<file path="src/rtl/frame_deserializer.sv">
// Rebuilds two W-bit words and a 3-bit mode from the nibble-framed byte stream.
// Detects short frames and mid-frame mode changes; counts good frames.
module frame_deserializer #(
  parameter int W = 32
) (
  input  logic         clk,
  input  logic         rst_n,
  input  logic [7:0]   in_byte,
  output logic         busy,
  output logic [W-1:0] word_a,
  output logic [W-1:0] word_b,
  output logic [2:0]   mode_out,
  output logic         frame_valid,
  output logic         frame_err,
  output logic [1:0]   err_code,
  output logic [15:0]  frame_cnt
);

  // state  | meaning
  // IDLE   | waiting for the first valid byte of a frame
  // RECV_A | assembling word A
  // RECV_B | assembling word B
  // DRAIN  | mode change seen; ignore bytes until a gap
  typedef enum logic [1:0] {IDLE, RECV_A, RECV_B, DRAIN} state_t;

  localparam int NIB = W / 4;
  localparam int CW  = (NIB > 1) ? $clog2(NIB) : 1;

  state_t         state_q, state_d;
  logic [W-1:0]   sr_q, sr_d;
  logic [W-1:0]   hold_a_q, hold_a_d;
  logic [CW-1:0]  cnt_q, cnt_d;
  logic [2:0]     fmode_q, fmode_d;
  logic [W-1:0]   word_a_q, word_a_d;
  logic [W-1:0]   word_b_q, word_b_d;
  logic [2:0]     mode_q, mode_d;
  logic           fv_q, fv_d;
  logic           fe_q, fe_d;
  logic [1:0]     ec_q, ec_d;
  logic [15:0]    fcnt_q, fcnt_d;

  logic           rdy;
  logic [2:0]     bmode;
  logic [3:0]     nib;
  logic [W-1:0]   shifted;
  logic           last_nib;

  assign rdy      = in_byte[4];
  assign bmode    = in_byte[7:5];
  assign nib      = in_byte[3:0];
  assign shifted  = {sr_q[W-5:0], nib};
  assign last_nib = (cnt_q == CW'(NIB - 1));

  always_comb begin
    state_d  = state_q;
    sr_d     = sr_q;
    hold_a_d = hold_a_q;
    cnt_d    = cnt_q;
    fmode_d  = fmode_q;
    word_a_d = word_a_q;
    word_b_d = word_b_q;
    mode_d   = mode_q;
    fv_d     = 1'b0;
    fe_d     = 1'b0;
    ec_d     = ec_q;
    fcnt_d   = fcnt_q;

    unique case (state_q)
      IDLE: begin
        if (rdy) begin
          fmode_d = bmode;
          sr_d    = W'(nib);
          cnt_d   = CW'(1);
          state_d = RECV_A;
        end
      end
      RECV_A, RECV_B: begin
        if (!rdy) begin
          fe_d    = 1'b1;
          ec_d    = 2'b01;
          state_d = IDLE;
        end else if (bmode != fmode_q) begin
          fe_d    = 1'b1;
          ec_d    = 2'b10;
          state_d = DRAIN;
        end else begin
          sr_d = shifted;
          if (!last_nib) begin
            cnt_d = cnt_q + CW'(1);
          end else if (state_q == RECV_A) begin
            hold_a_d = shifted;
            cnt_d    = '0;
            state_d  = RECV_B;
          end else begin
            word_a_d = hold_a_q;
            word_b_d = shifted;
            mode_d   = fmode_q;
            fv_d     = 1'b1;
            fcnt_d   = fcnt_q + 16'd1;
            state_d  = IDLE;
          end
        end
      end
      DRAIN: begin
        // a gap is the only safe resync point after a mode change
        if (!rdy) state_d = IDLE;
      end
      default: state_d = IDLE;
    endcase
  end

  always_ff @(posedge clk or negedge rst_n) begin
    if (!rst_n) begin
      state_q  <= IDLE;
      sr_q     <= '0;
      hold_a_q <= '0;
      cnt_q    <= '0;
      fmode_q  <= '0;
      word_a_q <= '0;
      word_b_q <= '0;
      mode_q   <= '0;
      fv_q     <= 1'b0;
      fe_q     <= 1'b0;
      ec_q     <= 2'b00;
      fcnt_q   <= '0;
    end else begin
      state_q  <= state_d;
      sr_q     <= sr_d;
      hold_a_q <= hold_a_d;
      cnt_q    <= cnt_d;
      fmode_q  <= fmode_d;
      word_a_q <= word_a_d;
      word_b_q <= word_b_d;
      mode_q   <= mode_d;
      fv_q     <= fv_d;
      fe_q     <= fe_d;
      ec_q     <= ec_d;
      fcnt_q   <= fcnt_d;
    end
  end

  assign busy        = (state_q == RECV_A) || (state_q == RECV_B);
  assign word_a      = word_a_q;
  assign word_b      = word_b_q;
  assign mode_out    = mode_q;
  assign frame_valid = fv_q;
  assign frame_err   = fe_q;
  assign err_code    = ec_q;
  assign frame_cnt   = fcnt_q;

endmodule
</file>
<file path="config.mk">
export PLATFORM = sky130hd
export DESIGN_NAME = frame_deserializer
export DESIGN_NICKNAME = d
export VERILOG_FILES = /design/src/rtl/frame_deserializer.sv
export SDC_FILE = /design/constraint.sdc
export NUM_CORES = 1
export LEC_CHECK = 0
export CAP_MARGIN = 20
export CORE_UTILIZATION = 52
export DETAILED_ROUTE_END_ITERATION = 8
export GPL_TIMING_DRIVEN = 1
export PLACE_DENSITY = 0.81
export SLEW_MARGIN = 5
export SYNTH_ARGS = -nofsm -noshare
export SYNTH_HDL_FRONTEND = slang
export SYNTH_SLANG_ARGS = --single-unit
</file>
<file path="constraint.sdc">
create_clock -name clk -period 2.3 [get_ports clk]
set_clock_uncertainty 0.05 [all_clocks]
set_input_delay 0.345 -clock clk [delete_from_list [all_inputs] [get_ports clk]]
set_output_delay 0.345 -clock clk [all_outputs]
set_load 0.05 [all_outputs]
</file>
==> out/summary.txt <==
Pwr Density: 986.0 nW/um^2
GRT Util Overall: 23.82%
Lkg Pwr: 4.088 nW
Place WS: -0.06182 ns
Footprint of the multi-input gates: 2342 um^2
Number of global-route vias before repair: 4738
Top-count cell post-synth: nand2_1
Hold slack final: 0.4218 ns
Status: finished clean
Post-synth top cells: nand2_1, dfrtp_1, mux2_4, o21ai_1
F_max: 452.4 MHz
DR WL/cell: 15.96 um
Share of layout cells above drive strength 1: 13.01%
Routability cong.: 0.8021
Mapped Cells: 607
CTS tree: built
Post-CTS setup buffers: 0
CP peak stage delay: 0.87 ns
Core footprint: 12010 um^2
Clock sinks: 155
Critical path's top delay family: buffers and inverters
Initial antenna violation count: 0
Slew Viols, Final: 0
RSZ-0062 raised after global routing: false
Setup crit end kind: output pin
Top-area cell type share of the netlist area: 60.56%
Clock root buffer: clkbuf_16
Cts repair resizes: 0
Initial Util: 53.32%
Detailed Route WL: 13990 um
TritonCTS buffer count: 17
Largest area contributor in the netlist: dfrtp_1
Vias: 4694
Worst R2R Setup Slack: 0.13 ns
Worst setup margin: 0.08955 ns
Placement Cell Area: 7669 um^2
Sequential fraction of the synthesis area: 60.56%
Hold path depth: 2
Routed vias/inst: 5.352
Cell count of the worst reg-to-reg path: 7
Die span in y: 113.0 um
Clock-pin transition on the worst setup and hold timing paths: 0.06 ns
GRT overflow: 0
Seq cells post-synth: 155
Fillers: 840
Yosys cell types: 37
Top cells by area, synth: dfrtp_1, nand2_1, mux2_4, o21ai_1, xor2_1
PortBufs: 97
Critical path buffers and inverters: 1
I/O pins: 98
Peak fanout along the critical path: 9
# Max-Cap Violations: 0
# setup viols final: 0
Stages on the worst setup path: 1
Detailed Place HPWL: 9551 um
Area delta synth->final: 29.19%
Slew @ Worst Pin: 0.5953 ns
Detailed-router iteration count before antenna repair: 4
Worst path slowest cell: clkdlybuf4s50_1
Seq. cell area: 3879 um^2
CTS max path bufs: 2
H-tree depth: 4
WP data arrival: 1.82 ns
# rows: 40
Type of the worst setup path: flip-flop to output pin
Worst vdd ir: 0.6662 mV
Fin nets: 733
EDFF count, synth: 0
Warnings, synthesis: 0
Antenna diodes: 0
Die Area: 12760 um^2
Mean Syn Cell Area: 10.55 um^2
Syn_nets: 623
Chip width: 113.0 um
Worst skew pair latency: 0.42 ns
Final instance area: 8274 um^2
Synth Cell Area: 6405 um^2
Design Power: 8.158 mW
Hold crit path type: flip-flop to flip-flop
Slew margin rel.: 60.31%
Routed Antenna Nets: 0
Iter 0 DRT Violations: 298
# DRC: 0
Fin util: 68.89%
Critical path, cell by cell: clkdlybuf4s50_1
Synth async-reset ratio: 100.0%
Final hold vios: 0
Largest net degree at the start of global routing: 64
Critical path startpoint category: flip-flop
Wire length of the first global-routing pass: 23580 um
Ys flop type: dfrtp_1
WP data required: 1.90 ns
Final period util: 96.11%
Final min period: 2.210 ns
-- layer usage --
| metal | wire length, um | up-vias | part of all wire, % | GRT usage (%) |
|---|---|---|---|---|
| met4 | 280 | 0 | 2.0 | 8.684 |
| met5 | 0 | - | 0 | 0 |
| met1 | 6065 | 2369 | 43 | 30.85 |
| met2 | 7085 | 115 | 51 | 39.67 |
| li1 | - | 2185 | - | - |
| met3 | 562 | 25 | 4.0 | 5.356 |
-- timing repair --
item	in CTS	in global routing
endpoints found under the hold margin	61	0
hold buffers	1	0
setup endpoints to repair	0	0
-- state kept, by name (all words and copies together), names as in the netlist --
signal and flops:
fmode_q 3, mode_out 3, word_b 32, frame_valid 1
state_q 2, frame_cnt 16, err_code 2, sr_q 28
cnt_q 3, frame_err 1, word_a 32, hold_a_q 32
-- cells by family (layout without fill, tap and decap cells) --
family	count (synthesis)	count (layout)	synth area share, %
simple gates	305	305	19.55
mux	41	41	8.947
fa+ha+maj	6	6	1.172
compound gates	39	39	3.438
flops	155	155	60.56
buf+inv	40	163	3.223
xor+xnor	21	21	3.106
-- per-stage QoR --
| stage | TNS [ns] | cells |
|---|---|---|
| global route | 0 | 877 |
| floorplan | 0 | 607 |
| global placement | 0 | 844 |
| detailed placement | -1.634 | 844 |
| finish | 0 | 877 |
| CTS | 0 | 877 |
-- report_power, final --
group / internal [mW] / total [mW] / leakage, nW / switching, mW
clock network: 1.67 / 2.78 / 0.280 / 1.12
registers: 3.08 / 3.42 / 2.13 / 0.336
logic: 0.766 / 1.96 / 1.68 / 1.20
-- worst paths after layout --
kind	start	end
worst max-delay path	frame_cnt[4]	frame_cnt[4]
worst min-delay path	word_a[29]	word_a[29]
worst max register to register	state_q[0]	frame_cnt[4]
worst min register to register	word_a[29]	word_a[29]
max in group asynchronous	rst_n	hold_a_q[17]
min in group asynchronous	rst_n	word_a[2]
-- layout by cell type, fill, tap and decap left out, drive strengths merged, types with 2 or more instances in the layout --
| cell type | n |
|---|---|
| nor3 | 10 |
| clkinvlp | 4 |
| a21oi | 3 |
| o21ai | 29 |
| and4 | 3 |
| nor4 | 4 |
| xnor2 | 7 |
| clkbuf | 20 |
| bufinv | 2 |
| nand3 | 6 |
| o221ai | 4 |
| dfrtp | 155 |
| clkinv | 3 |
| and3 | 3 |
| clkdlybuf4s50 | 95 |
| buf | 24 |
| inv | 14 |
| nand4 | 7 |
| nand2 | 262 |
| ha | 6 |
| mux2 | 40 |
| nor2 | 6 |
| xor2 | 14 |
-- area by class of cell --
cell class	count	share of cell area (%)
Timing Repair Buffer	120	14.89
Multi-Input combinational cell	412	28.31
Clock inverter	12	1.679
Sequential cell	155	46.88
Clock buffer	20	5.519
Tap cell	147	2.223
Inverter	11	0.4990
Power figures use the tool's default switching activity.
